$ cat src/rtl/tpu_issue_receiver_pkg.sv
// Shared types and sizes for the TPU issue receiver: bank status, FSM
// encodings, per-bank descriptor and the derived address/length widths.
package tpu_issue_receiver_pkg;

  localparam int WIDTH_INSTR     = 32;
  localparam int DEPTH_BANK      = 64;
  localparam int WIDTH_NUM_ISSUE = 8;
  localparam int WIDTH_ISSUE     = WIDTH_NUM_ISSUE;
  localparam int ADDR_W          = $clog2(DEPTH_BANK);
  localparam int LEN_W           = ADDR_W + 1;

  typedef logic [WIDTH_INSTR-1:0] instr_t;
  typedef logic [WIDTH_ISSUE-1:0] issue_t;
  typedef logic [ADDR_W-1:0]      addr_t;
  typedef logic [LEN_W-1:0]       len_t;

  typedef enum logic [1:0] {
    BANK_FREE    = 2'd0,
    BANK_FILLING = 2'd1,
    BANK_READY   = 2'd2,
    BANK_RUNNING = 2'd3
  } bank_st_e;

  typedef enum logic {
    RX_IDLE = 1'b0,
    RX_RECV = 1'b1
  } rx_state_e;

  typedef enum logic [1:0] {
    RUN_IDLE   = 2'd0,
    RUN_RUN    = 2'd1,
    RUN_COMMIT = 2'd2
  } run_state_e;

  typedef struct packed {
    len_t   length;
    issue_t issue_no;
  } bank_desc_t;

  // Beat counter increment that stops at a full bank.
  function automatic len_t len_inc_sat(len_t l);
    return (l == len_t'(DEPTH_BANK)) ? l : l + len_t'(1);
  endfunction

endpackage

$ cat src/rtl/tpu_issue_receiver_if.sv
// Bus bundle between the MPU dispatcher / TPU sequencer (master) and the
// issue receiver (slave).
//
// Handshake semantics: the MPU may begin a burst only in a cycle where
// O_Ready=1; a burst is a run of consecutive I_Req=1 cycles (each one beat,
// qualified by I_En) with I_IssueNo stable, terminated by the first cycle with
// I_Req=0. There is no per-beat backpressure. O_Start and O_Req_Commit are
// single-cycle pulses with no acknowledge; I_End_Exe is a single-cycle pulse
// from the sequencer and only has meaning while a thread is running.
interface tpu_issue_receiver_if;
  import tpu_issue_receiver_pkg::*;

  logic   I_En;
  logic   I_Req;
  instr_t I_Instr;
  issue_t I_IssueNo;
  logic   O_Ready;
  logic   O_Start;
  logic   O_Bank;
  len_t   O_Length;
  addr_t  I_Rd_Addr;
  instr_t O_Rd_Instr;
  logic   I_End_Exe;
  logic   O_Req_Commit;
  issue_t O_CommitNo;
  logic   O_Err;

  modport master (
    output I_En, I_Req, I_Instr, I_IssueNo, I_Rd_Addr, I_End_Exe,
    input  O_Ready, O_Start, O_Bank, O_Length, O_Rd_Instr, O_Req_Commit,
           O_CommitNo, O_Err
  );

  modport slave (
    input  I_En, I_Req, I_Instr, I_IssueNo, I_Rd_Addr, I_End_Exe,
    output O_Ready, O_Start, O_Bank, O_Length, O_Rd_Instr, O_Req_Commit,
           O_CommitNo, O_Err
  );

endinterface

$ cat src/rtl/tpu_issue_receiver_instr_bank.sv
// Double-banked instruction store: one write port, one registered read
// port, 2*DEPTH_BANK words addressed by {bank, addr}.
module tpu_instr_bank
  import tpu_issue_receiver_pkg::*;
(
  input  logic          clock,
  input  logic          reset,
  input  logic          wr_en,
  input  logic [ADDR_W:0] wr_addr,
  input  instr_t        wr_data,
  input  logic [ADDR_W:0] rd_addr,
  output instr_t        rd_data
);

  instr_t mem [2*DEPTH_BANK];

  // Storage array: written on each accepted beat, never reset.
  always_ff @(posedge clock) begin
    if (wr_en) mem[wr_addr] <= wr_data;
  end

  // Read register: one-cycle fetch latency, cleared by reset.
  always_ff @(posedge clock or negedge reset) begin
    if (!reset) rd_data <= '0;
    else        rd_data <= mem[rd_addr];
  end

endmodule

$ cat src/rtl/tpu_issue_receiver.sv
// TPU-side endpoint of the MPU issue/commit protocol. Bursts are received
// into one of two banks while the other may be running; threads start and
// commit in receive order.
// Optional build macro: TPU_RCV_PROTOCOL_CHECK_EN (drop beats past a full
// bank instead of wrapping, and raise a sticky O_Err on protocol misuse).
module tpu_issue_receiver
  import tpu_issue_receiver_pkg::*;
(
  input  logic                 clock,
  input  logic                 reset,
  tpu_issue_receiver_if.slave  bus,
  output rx_state_e            dbg_rx_state,
  output run_state_e           dbg_run_state
);

  rx_state_e  rx_state;
  run_state_e run_state;
  bank_st_e   st     [2];
  bank_st_e   st_nxt [2];
  bank_desc_t desc   [2];

  logic   fill_ptr, run_ptr;
  addr_t  wr_ptr;
  len_t   cnt;

  logic   ready_q, start_q, bank_q, commit_q;
  len_t   len_q;
  issue_t commit_no_q;
  instr_t rd_q;

  logic      burst_start, burst_end, beat_in_burst, beat_keep;
  logic      run_go, commit_done;
  logic      wr_en;
  addr_t     wr_addr;
  logic      fill_nxt;
  rx_state_e rx_nxt;

  // Protocol events decoded from the current FSM states and the bus.
  always_comb begin
    burst_start   = (rx_state == RX_IDLE) && bus.I_Req && bus.I_En && ready_q;
    beat_in_burst = (rx_state == RX_RECV) && bus.I_Req && bus.I_En;
`ifdef TPU_RCV_PROTOCOL_CHECK_EN
    beat_keep     = beat_in_burst && (cnt != len_t'(DEPTH_BANK));
`else
    beat_keep     = beat_in_burst;
`endif
    burst_end     = (rx_state == RX_RECV) && !bus.I_Req;
    run_go        = (run_state == RUN_IDLE) && (st[run_ptr] == BANK_READY);
    commit_done   = (run_state == RUN_COMMIT);
    wr_en         = burst_start || beat_keep;
    wr_addr       = burst_start ? '0 : wr_ptr;
    fill_nxt      = burst_end ? ~fill_ptr : fill_ptr;
    rx_nxt        = burst_start ? RX_RECV : (burst_end ? RX_IDLE : rx_state);
  end

  // Next bank status: fill and run sides always touch different banks.
  always_comb begin
    st_nxt[0] = st[0];
    st_nxt[1] = st[1];
    if (burst_start) st_nxt[fill_ptr] = BANK_FILLING;
    if (burst_end)   st_nxt[fill_ptr] = BANK_READY;
    if (run_go)      st_nxt[run_ptr]  = BANK_RUNNING;
    if (commit_done) st_nxt[run_ptr]  = BANK_FREE;
  end

  // Bank status table and the registered ready flag derived from it.
  always_ff @(posedge clock or negedge reset) begin
    if (!reset) begin
      st[0]   <= BANK_FREE;
      st[1]   <= BANK_FREE;
      ready_q <= 1'b0;
    end else begin
      st[0]   <= st_nxt[0];
      st[1]   <= st_nxt[1];
      ready_q <= (st_nxt[fill_nxt] == BANK_FREE) && (rx_nxt == RX_IDLE);
    end
  end

  // Receive FSM: write pointer, beat count and the filling bank's descriptor.
  always_ff @(posedge clock or negedge reset) begin
    if (!reset) begin
      rx_state <= RX_IDLE;
      fill_ptr <= 1'b0;
      wr_ptr   <= '0;
      cnt      <= '0;
      desc[0]  <= '0;
      desc[1]  <= '0;
    end else begin
      case (rx_state)
        RX_IDLE: begin
          if (burst_start) begin
            rx_state                <= RX_RECV;
            wr_ptr                  <= addr_t'(1);
            cnt                     <= len_t'(1);
            desc[fill_ptr].issue_no <= bus.I_IssueNo;
          end
        end
        RX_RECV: begin
          if (burst_end) begin
            rx_state              <= RX_IDLE;
            desc[fill_ptr].length <= cnt;
            fill_ptr              <= ~fill_ptr;
          end else if (beat_keep) begin
            wr_ptr <= wr_ptr + addr_t'(1);
            cnt    <= len_inc_sat(cnt);
          end
        end
        default: rx_state <= RX_IDLE;
      endcase
    end
  end

  // Run FSM: start pulse, running-thread info and the one-cycle commit.
  always_ff @(posedge clock or negedge reset) begin
    if (!reset) begin
      run_state   <= RUN_IDLE;
      run_ptr     <= 1'b0;
      start_q     <= 1'b0;
      bank_q      <= 1'b0;
      len_q       <= '0;
      commit_q    <= 1'b0;
      commit_no_q <= '0;
    end else begin
      start_q  <= 1'b0;
      commit_q <= 1'b0;
      case (run_state)
        RUN_IDLE: begin
          if (run_go) begin
            run_state <= RUN_RUN;
            start_q   <= 1'b1;
            bank_q    <= run_ptr;
            len_q     <= desc[run_ptr].length;
          end
        end
        RUN_RUN: begin
          if (bus.I_End_Exe) begin
            run_state   <= RUN_COMMIT;
            commit_q    <= 1'b1;
            commit_no_q <= desc[run_ptr].issue_no;
          end
        end
        RUN_COMMIT: begin
          run_state   <= RUN_IDLE;
          commit_no_q <= '0;
          run_ptr     <= ~run_ptr;
        end
        default: run_state <= RUN_IDLE;
      endcase
    end
  end

`ifdef TPU_RCV_PROTOCOL_CHECK_EN
  logic err_q;
  logic violation;

  // Misuse: beats while not ready, issue number change mid-burst, overflow.
  always_comb begin
    violation = ((rx_state == RX_IDLE) && bus.I_Req && bus.I_En && !ready_q) ||
                (beat_in_burst && (bus.I_IssueNo != desc[fill_ptr].issue_no)) ||
                (beat_in_burst && !beat_keep);
  end

  // Sticky error flag, cleared only by reset.
  always_ff @(posedge clock or negedge reset) begin
    if (!reset)         err_q <= 1'b0;
    else if (violation) err_q <= 1'b1;
  end

  assign bus.O_Err = err_q;
`else
  assign bus.O_Err = 1'b0;
`endif

  tpu_instr_bank u_bank (
    .clock   (clock),
    .reset   (reset),
    .wr_en   (wr_en),
    .wr_addr ({fill_ptr, wr_addr}),
    .wr_data (bus.I_Instr),
    .rd_addr ({bank_q, bus.I_Rd_Addr}),
    .rd_data (rd_q)
  );

  assign bus.O_Ready      = ready_q;
  assign bus.O_Start      = start_q;
  assign bus.O_Bank       = bank_q;
  assign bus.O_Length     = len_q;
  assign bus.O_Rd_Instr   = rd_q;
  assign bus.O_Req_Commit = commit_q;
  assign bus.O_CommitNo   = commit_no_q;
  assign dbg_rx_state     = rx_state;
  assign dbg_run_state    = run_state;

endmodule

$ cat src/flat_wrapper.sv
// flat-port wrapper written by rule: the top's interface ports become plain ports
module tpu_issue_receiver_flat import tpu_issue_receiver_pkg::*;
  (clock, reset, dbg_rx_state, dbg_run_state, bus_I_En, bus_I_Req, bus_I_Instr, bus_I_IssueNo, bus_I_Rd_Addr, bus_I_End_Exe, bus_O_Ready, bus_O_Start, bus_O_Bank, bus_O_Length, bus_O_Rd_Instr, bus_O_Req_Commit, bus_O_CommitNo, bus_O_Err);
  tpu_issue_receiver_if bus_i ();
  input  logic clock;
  input  logic reset;
  output rx_state_e dbg_rx_state;
  output run_state_e dbg_run_state;
  input wire logic [$bits(bus_i.I_En)-1:0] bus_I_En;
  input wire logic [$bits(bus_i.I_Req)-1:0] bus_I_Req;
  input wire logic [$bits(bus_i.I_Instr)-1:0] bus_I_Instr;
  input wire logic [$bits(bus_i.I_IssueNo)-1:0] bus_I_IssueNo;
  input wire logic [$bits(bus_i.I_Rd_Addr)-1:0] bus_I_Rd_Addr;
  input wire logic [$bits(bus_i.I_End_Exe)-1:0] bus_I_End_Exe;
  output wire logic [$bits(bus_i.O_Ready)-1:0] bus_O_Ready;
  output wire logic [$bits(bus_i.O_Start)-1:0] bus_O_Start;
  output wire logic [$bits(bus_i.O_Bank)-1:0] bus_O_Bank;
  output wire logic [$bits(bus_i.O_Length)-1:0] bus_O_Length;
  output wire logic [$bits(bus_i.O_Rd_Instr)-1:0] bus_O_Rd_Instr;
  output wire logic [$bits(bus_i.O_Req_Commit)-1:0] bus_O_Req_Commit;
  output wire logic [$bits(bus_i.O_CommitNo)-1:0] bus_O_CommitNo;
  output wire logic [$bits(bus_i.O_Err)-1:0] bus_O_Err;
  assign bus_i.I_En = bus_I_En;
  assign bus_i.I_Req = bus_I_Req;
  assign bus_i.I_Instr = bus_I_Instr;
  assign bus_i.I_IssueNo = bus_I_IssueNo;
  assign bus_i.I_Rd_Addr = bus_I_Rd_Addr;
  assign bus_i.I_End_Exe = bus_I_End_Exe;
  assign bus_O_Ready = bus_i.O_Ready;
  assign bus_O_Start = bus_i.O_Start;
  assign bus_O_Bank = bus_i.O_Bank;
  assign bus_O_Length = bus_i.O_Length;
  assign bus_O_Rd_Instr = bus_i.O_Rd_Instr;
  assign bus_O_Req_Commit = bus_i.O_Req_Commit;
  assign bus_O_CommitNo = bus_i.O_CommitNo;
  assign bus_O_Err = bus_i.O_Err;
  tpu_issue_receiver u_core (.clock(clock), .reset(reset), .bus(bus_i), .dbg_rx_state(dbg_rx_state), .dbg_run_state(dbg_run_state));
endmodule
$ cat config.mk
export PLATFORM = sky130hd
export DESIGN_NAME = tpu_issue_receiver_flat
export DESIGN_NICKNAME = d
export VERILOG_FILES = /design/src/rtl/tpu_issue_receiver_pkg.sv /design/src/rtl/tpu_issue_receiver_if.sv /design/src/rtl/tpu_issue_receiver_instr_bank.sv /design/src/rtl/tpu_issue_receiver.sv /design/src/flat_wrapper.sv
export SDC_FILE = /design/constraint.sdc
export NUM_CORES = 2
export LEC_CHECK = 0
export CAP_MARGIN = 15
export CORE_AREA = 2 2 568 570
export DETAILED_ROUTE_END_ITERATION = 8
export DIE_AREA = 0 0 570 572
export PLACE_DENSITY = 0.65
export SLEW_MARGIN = 30
export SYNTH_ARGS = -nofsm -noshare
export SYNTH_HDL_FRONTEND = slang
export SYNTH_SLANG_ARGS = --single-unit
$ cat constraint.sdc
create_clock -name clock -period 11.2 [get_ports clock]
set_input_delay 1.12 -clock clock [delete_from_list [all_inputs] [get_ports clock]]
set_output_delay 1.12 -clock clock [all_outputs]
set_load 0.01 [all_outputs]
Word level (Yosys, flattened, before mapping)
Memories as Yosys holds them, arrays and structs flattened. A register that Yosys moved wholly into a read port is not among the register bits.
Cells that the tools add are included.
- register bits: 71
- RAM bits: 4096
- input bits: 51
- word-level logic and storage cells: 128
- memories kept: 1
- memories (name ; depth ; width ; read ports ; clocked after memory_dff ; wr ports ; line ; RTL):
    u_core.u_bank.mem ; 128 ; 32 ; 1 ; 1 ; 1 ; tpu_issue_receiver_instr_bank.sv:15 ; instr_t mem [2*DEPTH_BANK];
- $add $sub $neg: 2
- order comparisons: 5
- eq/ne operators: 11
- multiplexer cells: 53
- bitwise logic cells: 16
- reduce and logical (&&, ||, !) cells: 22
- operators by type and width (kind ; number):
    30-bit bitwise mux ; 2
    15-bit 2-to-1 mux ; 4
    30-bit 2-to-1 mux ; 2
    30-bit one-hot mux with 2 select lines ; 1
    15-bit demux with 1-bit select ; 2
    7-bit 2-to-1 mux ; 4
    6-bit 2-to-1 mux ; 4
    2-bit 2-to-1 mux ; 10
    4-bit 2-to-1 mux ; 4
    8-bit 2-to-1 mux ; 2
    8-bit one-hot mux with 2 select lines ; 1
    7-bit one-hot mux with 2 select lines ; 1
    6-bit one-hot mux with 2 select lines ; 1
    1-bit 2-to-1 mux ; 11
    1-bit logical AND ; 10
    2-bit inequality test, second input constant ; 5
    2-bit AND reduction ; 4
    7-bit by 1-bit adder with 7-bit output, second input constant ; 1
    7-bit == test, second input constant ; 1
    6-bit by 1-bit adder with 6-bit output, second input constant ; 1
    2-bit >= comparator, second input constant ; 3
    1-bit NOT with 2-bit output ; 3
    2-bit AND ; 2
    4-bit AND ; 1
    other kinds (18) ; 29

Logic depth before layout (Yosys ltp)
- word-level depth: 19
- depth in mapped cells: 8
- mapped depth without buffers: 6

Modules after synthesis
Synthesis repeated with hierarchy kept, for this count alone.
- cell total of the unflattened synthesis: 6256
- area, all modules: 159551.8 µm²
- modules (own cells, without submodules) (module ; times used ; cells each ; area each (µm²)):
    tpu_instr_bank ; 1 ; 5990 ; 156417.5
    tpu_issue_receiver ; 1 ; 266 ; 3134.3

Worst setup path after synthesis
OpenSTA, ideal clock, no wires.
- path type: input -> register
- start: input port bus_I_Req
- end: memory u_core.u_bank.mem[94][0] (netlist name) (enable)
- setup time: 0.468 ns
- arrival: 4.282 ns
- required time: 10.732 ns
- setup slack: 6.450 ns
- cell stages on the path: 6
- buffers on the path: 2
- cells stage by stage: clkbuf_1 -> nand4b_1 -> and2_1 -> clkbuf_1 -> nand3_1 -> nor3b_1
- cells in the longest elaborated chain, start to end: 6
- elaborated cells between the ends (all ways): 9
- ends and longest elaborated chain (what ; line ; RTL):
    start: declaration ; flat_wrapper.sv:10 ; input wire logic [$bits(bus_i.I_Req)-1:0] bus_I_Req;
    1-bit logical AND (3 in a row) ; tpu_issue_receiver.sv:40 ; burst_start = (rx_state == RX_IDLE) && bus.I_Req && bus.I_En && ready_q;
    1-bit logical OR ; tpu_issue_receiver.sv:50 ; wr_en = burst_start || beat_keep;
    1-bit 2-to-1 mux ; tpu_issue_receiver_instr_bank.sv:19 ; if (wr_en) mem[wr_addr] <= wr_data;
    1-bit 2-to-1 mux (not written as such) ; tpu_issue_receiver_instr_bank.sv:19 ;
    end: declaration ; tpu_issue_receiver_instr_bank.sv:15 ;
Several ways; a longest one is shown, not always the timed one.

==> key figures <==
Synth
  • Mapped Area: approximately 160000 sq um
  • Leading area contributor after synthesis: edfxtp_1
  • Yosys warning count: 0
  • Cell variety after synth: 40
  • Top cells by area, synth: edfxtp_1, mux4_2, dfrtp_1
  • Fraction of the yosys area taken by sequential cells: about four fifths
  • Syn avg cell area: about 25 sq um
  • Mapped Cells: 6260
  • Syn nets: ~6.3k
  • Yosys top cell area share: just under 80%
  • Yosys reg bits: approximately 4.2k

STA
  • Tcrit/Tclk final: a little over two fifths
  • Hold Slack: 0.148 ns
  • Unrepaired setup endpoints after global routing: false
  • Final hold violation count: 0
  • Final setup vio count: 0
  • Actual slew at the worst max-slew pin: 1.06 ns
  • Max-slew violations: 0
  • Min Tclk post-route: between 4 and 5 ns
  • Rel. slew slack: between 20% and 30%
  • Fmax: ~210 MHz
  • Setup TNS: 0 ns
  • Worst Clk Skew: between 0.05 and 0.06 ns

Finish
  • Number of nets in the layout: around 6.7k
  • Final instance area: approximately 180000 sq um
  • Util after Layout: about 56%
  • Synth-to-layout area growth: 13.3%
  • Fraction of layout cells with a size suffix above 1: between 30% and 40%
  • Non-filler cells, final: roughly 11k

Placed design
  • Placed cell count: between 10k and 15k
  • Placed cell area: 167000 sq um
  • DP HPWL: roughly 220 mm
  • Port bufs: ~100
  • Final Wtd Congestion: about 0.79

Hold path
  • Hold Path Class: in2async

Global route
  • First-pass GRT wire length: about 580 mm
  • GR Util All Layers: 25.8%
  • Largest net degree at the start of global routing: 137
  • Initial antenna violation count: 38
  • Number of global-route vias before repair: roughly 74k
  • GR Overflow Total: 0

Power and ir drop
  • Sequential share of power: 53.2%
  • Switching pwr: 6.80 mW
  • Leak Pwr: between 50 and 60 nW
  • Net Sw Frac: 20.9%
  • Internal: 25.7 mW
  • VDD IR-drop max: 0.155 mV
  • Clock share of power: around 42%
  • Gate power share: approximately 4.5%
  • Pwr dens: approximately 180 nW/um^2

Run
  • Maxcap violations: 0

Drt
  • DR vias: around 73k
  • Vias per std cell: ~6.5
  • DR WL/cell: about 37 um
  • ANT nets after route: 0
  • Post-Route WL: about 420 mm
  • Pre-antenna DRT Iters: 5
  • Iteration-0 DRC Markers: ~10k
  • DRC: 0

Clock tree
  • CTS-repair resized insts: 0
  • Max Root-Sink Buffers: 4
  • Post-CTS setup buffers: 0
  • Clock slew at reported path FFs: roughly 0.06 ns
  • Hold_buf cts: 0
  • CTS tree: done
  • TritonCTS Buffers: roughly 400
  • Htree depth: 5
  • Worst-skew pair later-pin latency: about 0.97 ns
  • Root Driver: clkbuf_16
  • Clk sink count: between 4k and 5k

Floorplanning
  • Die height: 572 um
  • Rows: 208
  • Die Wd: 570 um
  • Initial Utilization: between 40% and 50%
  • Die Area: between 300000 and 400000 sq um
  • Io pins: 106
  • Core region area: ~320000 sq um

Critical path
  • R2R cell count: 5
  • WS Path Type: in2reg
  • RR Startpoint: u_core.fill_ptr
  • CP Capture Type: flop
  • R2R Setup Slk: approximately 7.3 ns
  • Worst R2R End: u_core.u_bank.mem[79][27]
  • CP Launch Type: primary input
  • Maximum fanout along the worst path: 95
  • Arr. time, crit path: 5.52 ns
  • CP required: between 10 and 15 ns

Run status
  • Status: complete, no violations
power by group through the flow:
stage / Sequential [mW] / Clock (mW) / Combinational, mW
global placement: 17.7 / 0 / 1.46
detailed placement: 17.6 / 0 / 1.49
global route: 17.3 / 14.5 / 1.54
floorplan: 17.6 / 0 / 0.764
finish: 17.3 / 13.8 / 1.48
CTS: 17.3 / 13.9 / 1.49
critical path, cell delays in order:
cell and delay, ns:
buf_16 0.41, buf_12 0.41, buf_16 0.44, buf_12 0.53, mux4_2 0.61, mux4_2 0.55, mux4_2 0.60, mux2_2 0.30
through the flow:
stage                     power (mW)  setup slack (ns)
after floorplan                 18.4              6.45
after global placement          19.1              5.59
after detailed placement        19.1              5.59
after CTS                       32.7              6.60
after global routing            33.4              6.29
final                           32.5              6.54
synthesized netlist by cell type:
library cell,n
edfxtp_1,4096
mux4_2,1344
clkbuf_1,187
nor2_1,147
dfrtp_1,103
buf_2,70
buf_1,63
mux2_2,59
nand2_1,46
o21ai_0,30
nand3_1,21
mux2i_1,15
buf_4,9
inv_1,9
xor2_1,8
a21oi_1,5
nor2b_1,5
and3_1,4
nand4_1,4
or3_1,4
a41oi_1,3
and2_1,3
ha_1,3
a31oi_1,2
nand2b_1,2
nor3_1,2
nor3b_1,2
o21a_1,2
a21o_1,1
and4b_1,1
buf_6,1
conb_1,1
nand3b_1,1
nand4b_1,1
nor4_1,1
o211a_1,1
o211ai_1,1
o31ai_1,1
or2_2,1
xnor2_1,1
state kept, by name, summed over array words and instances, names as in the netlist:
| register | count |
|---|---|
| u_core.u_bank.mem | 4096 |
| u_core.dbg_rx_state | 1 |
| u_core.st | 4 |
| u_core.bus.O_Start | 1 |
| u_core.wr_ptr | 6 |
| u_core.dbg_run_state | 2 |
| u_core.desc | 30 |
| u_core.fill_ptr | 1 |
| u_core.bus.O_Length | 7 |
| u_core.run_ptr | 1 |
| u_core.u_bank.rd_data | 32 |
| u_core.bus.O_Ready | 1 |
| u_core.cnt | 7 |
| u_core.bus.O_Req_Commit | 1 |
| u_core.bus.O_Bank | 1 |
| u_core.bus.O_CommitNo | 8 |
kinds of logic after synthesis:
kind of cell / count (synthesis) / share of synthesized area [%]
AO/OA/AOI/OAI: 46 / 0.164
other: 1 / 0.00235
XOR/XNOR: 9 / 0.0494
AND/OR/NAND/NOR: 245 / 0.646
multiplexers: 1418 / 19.5
flip-flops: 4199 / 78.7
buffers and inverters: 339 / 0.879
adder cells (fa/ha/maj): 3 / 0.0235
layout make-up:
class                           count  area [sq um]
Tap cell                         4200          5260
Sequential cell                  4199        126000
Clock inverter                    246          2490
Inverter                            9          33.8
Clock buffer                      506         10900
Fill cell                       22500        139000
Timing Repair Buffer              313          2830
Antenna cell                       27          67.6
Multi-Input combinational cell   1722         33500
placed cells by master, fill, tap and decap left out, types with 17 or more instances in the layout:
cell type        Yosys  routed
clkbuf_1           187      73
nor2_1             147      19
clkinv_1             0      86
dfrtp_1            103     101
nor2_4               0     127
bufinv_16            0      42
nand2_1             46      46
edfxtp_1          4096    4096
buf_4                9     211
clkdlybuf4s50_1      0      65
diode_2              0      27
clkbuf_16            0     417
clkinv_2             0      81
mux2_2              59      59
mux4_2            1344    1344
buf_6                1      17
o21ai_0             30      29
metal layers:
layer  global-route usage [%]  routed length [um]  up-vias  share of wire, %
li1                         -                   -    28100                 -
met1                     35.5              158000    40400                38
met2                     41.9              208000     3926                50
met3                     3.99               37000      630               8.8
met4                     9.97               16700       14               4.0
met5                        0                  86        -             0.021
worst max-delay path by stage:
stage / start / to / slack [ns] / cells past startpoint
6_report: bus_I_Rd_Addr[0] / u_core.u_bank.rd_data[31] / 6.54 / 8
5_1_grt: bus_I_Rd_Addr[0] / u_core.u_bank.rd_data[31] / 6.29 / 8
4_1_cts: bus_I_Rd_Addr[0] / u_core.u_bank.rd_data[6] / 6.60 / 7
3_5_place_dp: bus_I_Rd_Addr[0] / u_core.u_bank.rd_data[31] / 5.59 / 7
3_3_place_gp: bus_I_Rd_Addr[0] / u_core.u_bank.rd_data[31] / 5.59 / 7
2_1_floorplan: bus_I_Req / u_core.u_bank.mem[94][0] / 6.45 / 6
Power figures use the tool's default switching activity.
